### src/rtl/tl_arb_v1.sv
// tl_arb_v1: age-based N-way arbiter from per-core TileLink A-channel requesters
// onto one shared request path, plus source-routed D-channel response fan-out.
// The shared channel record types live in the package at the top of this file.

package tl_arb_pkg;

    // A-channel record, 76 bits, MSB first.
    typedef struct packed {
        logic [2:0]  opcode;
        logic [2:0]  param;
        logic [31:0] address;
        logic [31:0] data;
        logic [3:0]  source;
        logic        valid;
        logic        ready;
    } tl_a_channel;

    // D-channel record, 73 bits, MSB first.
    typedef struct packed {
        logic [2:0]  opcode;
        logic [31:0] address;
        logic [31:0] data;
        logic [3:0]  source;
        logic        valid;
        logic        ready;
    } tl_d_channel;

endpackage

module tl_arb_v1
    import tl_arb_pkg::*;
#(
    parameter int NUM_CORES = 4,
    parameter int AGE_WIDTH = 8
) (
    input  logic        clk,
    input  logic        rst_n,                // active-high asynchronous reset despite the name
    input  tl_a_channel req     [NUM_CORES],
    output tl_a_channel win_req,
    output logic [NUM_CORES-1:0] ack,
    input  logic        a_ready,
    output logic        d_ready,
    input  logic        d_valid,
    input  tl_d_channel resp,
    output tl_d_channel c_resp  [NUM_CORES]
);

    localparam int IDX_W = (NUM_CORES > 1) ? $clog2(NUM_CORES) : 1;
    localparam logic [AGE_WIDTH-1:0] AGE_MAX = '1;

    logic [AGE_WIDTH-1:0] age_reg  [NUM_CORES];
    logic [AGE_WIDTH-1:0] age_next [NUM_CORES];
    logic [NUM_CORES-1:0] eligible;
    logic [NUM_CORES-1:0] grant_vec;
    logic [IDX_W-1:0]     win_idx;
    logic                 win_found;
    logic [AGE_WIDTH-1:0] best_age;
    logic                 grant;
    tl_a_channel          win_req_next;

    // Per-core eligibility and next wait-age. A core that was just acked is
    // masked for one cycle so it cannot be re-granted before it drops valid.
    generate
        for (genvar gi = 0; gi < NUM_CORES; gi++) begin : g_core
            assign eligible[gi] = req[gi].valid & ~ack[gi];
            assign age_next[gi] = (grant_vec[gi] || !req[gi].valid) ? '0 :
                                  (eligible[gi] && age_reg[gi] != AGE_MAX) ? age_reg[gi] + 1'b1 :
                                  age_reg[gi];
        end
    endgenerate

    // Oldest eligible core wins; strict compare keeps ties on the lowest index.
    always_comb begin
        win_idx   = '0;
        win_found = 1'b0;
        best_age  = '0;
        for (int i = 0; i < NUM_CORES; i++) begin
            if (eligible[i] && (!win_found || age_reg[i] > best_age)) begin
                win_found = 1'b1;
                win_idx   = IDX_W'(i);
                best_age  = age_reg[i];
            end
        end
    end

    assign grant     = a_ready & win_found;
    assign grant_vec = grant ? (NUM_CORES'(1) << win_idx) : '0;

    // Winner's request as it will appear downstream, valid forced high.
    always_comb begin
        win_req_next = '0;
        if (grant) begin
            win_req_next       = req[win_idx];
            win_req_next.valid = 1'b1;
        end
    end

    // Wait-age counters.
    always_ff @(posedge clk or posedge rst_n) begin
        if (rst_n) begin
            for (int i = 0; i < NUM_CORES; i++) age_reg[i] <= '0;
        end else begin
            for (int i = 0; i < NUM_CORES; i++) age_reg[i] <= age_next[i];
        end
    end

    // Registered grant: win_req and one-hot ack pulse for one cycle.
    always_ff @(posedge clk or posedge rst_n) begin
        if (rst_n) begin
            win_req <= '0;
            ack     <= '0;
        end else begin
            win_req <= win_req_next;
            ack     <= grant_vec;
        end
    end

    // Response path: steer accepted response to its source lane; other lanes
    // keep their payload but drop valid. Out-of-range sources match no lane.
    always_ff @(posedge clk or posedge rst_n) begin
        if (rst_n) begin
            d_ready <= 1'b0;
            for (int k = 0; k < NUM_CORES; k++) c_resp[k] <= '0;
        end else begin
            d_ready <= 1'b1;
            for (int k = 0; k < NUM_CORES; k++) begin
                if (d_valid && d_ready && resp.source == 4'(k)) begin
                    c_resp[k]       <= resp;
                    c_resp[k].valid <= 1'b1;
                end else begin
                    c_resp[k].valid <= 1'b0;
                end
            end
        end
    end

endmodule

### config.mk
export PLATFORM = sky130hd
export DESIGN_NAME = tl_arb_v1
export DESIGN_NICKNAME = d
export VERILOG_FILES = /design/src/rtl/tl_arb_v1.sv
export SDC_FILE = /design/constraint.sdc
export NUM_CORES = 1
export LEC_CHECK = 0
export ABC_AREA = 1
export BUFFER_PORTS_ARGS = -buffer_cell sky130_fd_sc_hd__buf_2
export CORE_AREA = 2 2 297 299
export DETAILED_ROUTE_END_ITERATION = 12
export DIE_AREA = 0 0 299 301
export GPL_TIMING_DRIVEN = 0
export HOLD_SLACK_MARGIN = 0.05
export PLACE_DENSITY = 0.41
export SLEW_MARGIN = 10
export SYNTH_ARGS = -nofsm -noshare
export SYNTH_HDL_FRONTEND = slang
export SYNTH_SLANG_ARGS = --single-unit
### constraint.sdc
create_clock -name clk -period 19.2 [get_ports clk]
set_input_delay 2.88 -clock clk [delete_from_list [all_inputs] [get_ports clk]]
set_output_delay 2.88 -clock clk [all_outputs]
set_load 0.01 [all_outputs]
* Word level (Yosys, flattened, before mapping)
Index checks and enable logic that the tools add are counted. Widths: inputs -> output; s select.
Word-level totals: bits in writable memories 0, latch bits 0, memories 0, register bits 405, ROM bits 0
Operators by class: multipliers 0, div/mod/pow operators 0, $add $sub $neg 4, $lt $le $gt $ge 4, bitwise logic cells 10, shifts and indexed selects 1, muxes and demuxes 27, equality and inequality tests 7, reduce and logical (&&, ||, !) cells 31
Operator list (number):
- $mux 76 | 3
- $bmux 76 s2 | 1
- $mux 8 | 11
- $add 8x1->8 const B | 4
- $ne 8x8->1 const B | 4
- $gt 8x8->1 | 3
- $logic_and 1x1->1 | 12
- $mux 1 | 9
- $eq 4x2->1 const B | 2
- $reduce_bool 2->1 | 4
- $logic_not 1->1 | 7
- $logic_or 1x1->1 | 7
- $and 1x1->1 | 5
- $eq 4x1->1 const B | 1
- $logic_not 4->1 | 1
- $mux 2 | 2
- $mux 4 | 1
- $not 1->1 | 4
- $shl 1x2->4 const A | 1
- $ge 3x3->1 const B | 1
- $not 2->3 | 1

* Logic depth before layout (Yosys ltp)
depth after elaboration 20, depth in mapped cells 50, depth with buffers taken out 45

* Least setup slack after synthesis
No wires, ideal clock.
path kind input-to-reg, start input port req[229] (netlist bit), end register age_reg[4] (netlist bit), arrival time 7.149 ns, data required time 19.055 ns, slack 11.906 ns, buffers on the path 5, cell stages on the path 40, cells stage by stage inv_2 -> nor2_8 -> nand2_1 -> ha_1 -> inv_1 -> o21bai_1 -> nand2_1 -> nand2_1 -> nand2_1 -> nand2_1 -> nand2_1 -> a21oi_2 -> inv_2 -> buf_2 -> buf_2 -> nand2_1 -> o21ai_1 -> ha_1 -> [... 4 more ...] -> nand2_1 -> nand2_1 -> buf_2 -> clkbuf_1 -> o21ai_0 -> ha_1 -> nand2_1 -> nand2_1 -> nand2_1 -> nand2_1 -> nand2_1 -> nand2_1 -> nand2_1 -> nand2_2 -> nand2_4 -> buf_4 -> o21ai_1 -> a211oi_1
Between the ends: word-level cells in the longest chain between the ends 18, elaborated cells between the ends (all ways) 29, those cells by class 3 x order compare; 1 x shift; 12 x mux; 2 x bitwise; 11 x reduce/logical
RTL lines:
- from (decl) | line 38 | input tl_a_channel req [NUM_CORES],
- $and 1x1->1 * | line 65 | assign eligible[gi] = req[gi].valid & ~ack[gi];
- $mux 8 or $mux 1 (tied branches) | line 78 | if (eligible[i] && (!win_found || age_reg[i] > best_age)) begin
- $gt 8x8->1 or $logic_not 1->1 (tied branches) | line 78
- $logic_or 1x1->1 | line 78
- $logic_and 1x1->1 | line 78
- $mux 8 or $mux 1 (tied branches) | line 78
- $gt 8x8->1 or $logic_not 1->1 (tied branches) | line 78
- $logic_or 1x1->1 | line 78
- [... 2 more ...]
- $gt 8x8->1 or $logic_not 1->1 (tied branches) | line 78
- $logic_or 1x1->1 | line 78
- $logic_and 1x1->1 | line 78
- $mux 2 or $mux 1 (tied branches) | line 78
- $shl 1x2->4 or $and 1x1->1 (tied branches) | line 87, 86
- $mux 4 * | line 87 | assign grant_vec = grant ? (NUM_CORES'(1) << win_idx) : '0;
- $logic_or 1x1->1 * | line 66 | assign age_next[gi] = (grant_vec[gi] || !req[gi].valid) ? '0 :
- $mux 8 or $reduce_bool 2->1 (tied branches)
- to (decl) | line 51 | logic [AGE_WIDTH-1:0] age_reg [NUM_CORES];
Mark *: on every way between the ends. The rest lies on a longest branch, timed or not. A chain may end at the register's enable or synchronous reset.

==> key figures <==
Status
  – Status: complete, no violations

Worst setup path
  – Cell count along the critical path: 42
  – CP endpoint kind: flop
  – Largest delay share family, worst path: simple AND/OR/NAND/NOR gates
  – WP data required: 19720 ps
  – Slowest stage delay, CP: 490 ps
  – Slowest-stage cell, CP: clkbuf_1
  – Worst Path Buf+Inv: 11
  – RR Startpoint: ack[0]
  – Worst setup SP type: input pin
  – Setup Crit Path Kind: in -> reg
  – Worst Setup SP: req[229]
  – Max FO, Critical Path: 10
  – Reg2Reg Depth: 40
  – Crit path DAT: 9660 ps
  – Most used cell, CP: nand2_1

Flow run
  – MaxCap Viol Count: 0

Place
  – PortBufs: about 750
  – Cell Area, Placed: 0.0237 mm^2
  – GPL Wtd Cong: 0.925
  – DP HPWL: 75600 um

Layout
  – Area Growth Syn to Fin: 39.0%
  – Nets@finish: around 3400
  – Layout cell share with drive strength beyond 1: 0.307
  – Max FFs per register: 292
  – Fin area: 0.0256 mm^2

Clock tree
  – Post-CTS resize count: 0
  – Clock sink count: ~410
  – CTS tree: done
  – CTS root buf: clkbuf_16
  – CTS buffer count: 51
  – Postcts setup bufs: 0
  – Clock buffer depth: 3
  – H-tree levels: 2
  – Reg clk slew, reported paths: 60 ps
  – Clk Latency, worst-skew pair: 580 ps
  – Cts hold-fix bufs: 0

GRT
  – Total Routing Usage GR: 0.202
  – Gr ovfl total: 0
  – Antenna violations before repair: 31
  – Vias in the first global route: 18700
  – Global-route wire length before repair: 133000 um
  – Largest net degree at the start of global routing: 101

Drt
  – Residual DRC: 0
  – DR vias/cell: 4.41
  – DRT antenna net count: 0
  – Drt pass-1 iters: 5
  – Post-DR wirelength/cell: 22.3 um
  – Iteration-0 DRC Markers: roughly 1100
  – Vias: between 15000 and 20000
  – Final WL: 93800 um

Yosys
  – Post-synth design cell area: 0.0184 mm^2
  – #FFs+latches synth: roughly 400
  – Sequential area share after synthesis: 0.551
  – Syn. warnings: 0
  – Synthesized instance count: ~2200
  – Synthesized Nets: 2596
  – Post-synth cell types: 34
  – Mean Syn Cell Area: 8.41 um^2

Floorplanning
  – Io pins: 754
  – Core area: 0.0865 mm^2
  – Die width: 299 um
  – Die Ht: roughly 300 um
  – Num rows: ~110
  – Initial Utilization: 0.213
  – DIE AREA: 0.0900 mm^2

STA
  – Max Fclk: 109 MHz
  – RSZ-0062 raised after global routing: no
  – Relative slew slack: 0.204
  – Final hold violations: 0
  – # setup viols final: 0
  – Max Slew Vio Count: 0
  – Tcrit/Tclk final: 0.476
  – Worst slew pin tran: around 1200 ps
  – Final Skew: 17.0 ps
  – Period minus WS final: roughly 9100 ps

Worst hold path
  – Worst hold path stage count: 1
  – Hold Startpoint: c_resp[2]
  – Hold Path Class: reg -> reg

Pwr
  – Power per cell area: 119 mW/mm^2
  – Peak VDD IR: 55.0 uV
  – Total chip power: 3.05 mW
  – Leak Pwr: about 14 nW
layer usage:
metal	vias up	part of all wire	track usage
met4	10	0.046	0.0929
met5	-	0.00057	0
li1	8755	-	-
met1	8959	0.39	0.233
met2	686	0.49	0.350
met3	167	0.068	0.0519
logic make-up (layout without fill, tap and decap cells):
family	count (synthesis)	in the layout	synth area share
and+or+nand+nor	993	993	0.240
buffers and inverters	424	1275	0.0927
other	1	18	0.000204
adders and majority gates	28	28	0.0191
DFF	405	405	0.551
AOI/OAI and AO/OA	315	315	0.0869
xor gates and xnor gates	21	21	0.0100
synth_stat cells, drive strengths merged:
cell / instances / area, um^2
or2: 4 / 25.0
a31oi: 1 / 6.26
xor2: 18 / 158
buf: 66 / 360
inv: 284 / 1070
a21oi: 19 / 103
conb: 1 / 3.75
ha: 28 / 350
a211oi: 1 / 7.51
nand3: 313 / 1570
nand4: 80 / 500
xnor2: 3 / 26.3
o21a: 1 / 7.51
clkbuf: 74 / 278
nor2: 63 / 255
o21ai: 290 / 1450
o21bai: 1 / 7.51
nor3: 15 / 90.1
dfrtp: 405 / 10100
nand3b: 2 / 15.0
a21o: 2 / 15.0
nand2: 516 / 1960
stage by stage:
stage          instances  utilization  setup slack, ps  setup TNS, ps  hold slack, ps
3_3_place_gp        4094        0.273            -1220        -450810             449
5_1_grt             4208        0.295             9630              0             485
2_1_floorplan       2187            -             5050              0             512
3_5_place_dp        4098        0.274             9480              0             454
4_1_cts             4193        0.295            10110              0             468
6_report            4210        0.295            10060              0             468
worst paths after layout:
| kind | endpoint | slack, ps |
|---|---|---|
| worst min-delay path | c_resp[2] | 470 |
| max in group asynchronous | c_resp[125] | 15160 |
| worst min register to register | c_resp[2] | 470 |
| worst max-delay path | win_req[66] | 10060 |
| min in group asynchronous | win_req[71] | 2320 |
| worst max register to register | win_req[66] | 12050 |
cells in the final DEF (no fill, tap or decap), drive strengths merged, types with 3 or more instances in the layout:
cell type	instances
xor2	18
nand2	516
clkinv	15
bufinv	8
diode	17
o21ai	290
xnor2	3
nor2	63
a21oi	19
nand4	80
nand3	313
inv	287
ha	28
or2	4
clkinvlp	3
dfrtp	405
buf	822
clkbuf	140
nor3	15
report_power, final:
| group | internal (mW) | switching (mW) | total (mW) |
|---|---|---|---|
| Combinational | 0.310 | 0.623 | 0.933 |
| Clock | 0.626 | 0.410 | 1.04 |
| Sequential | 1.01 | 0.0760 | 1.08 |
final cells by class:
type | instances | area (um^2)
Antenna cell | 17 | 42.5
Fill cell | 9760 | 60900
Sequential cell | 405 | 10100
Buffer | 140 | 638
Timing Repair Buffer | 756 | 3870
Clock buffer | 66 | 1400
Tap cell | 1155 | 1450
Inverter | 284 | 1070
Clock inverter | 29 | 394
Multi-Input combinational cell | 1358 | 6550
No activity file was read; power rests on OpenSTA's default activity.
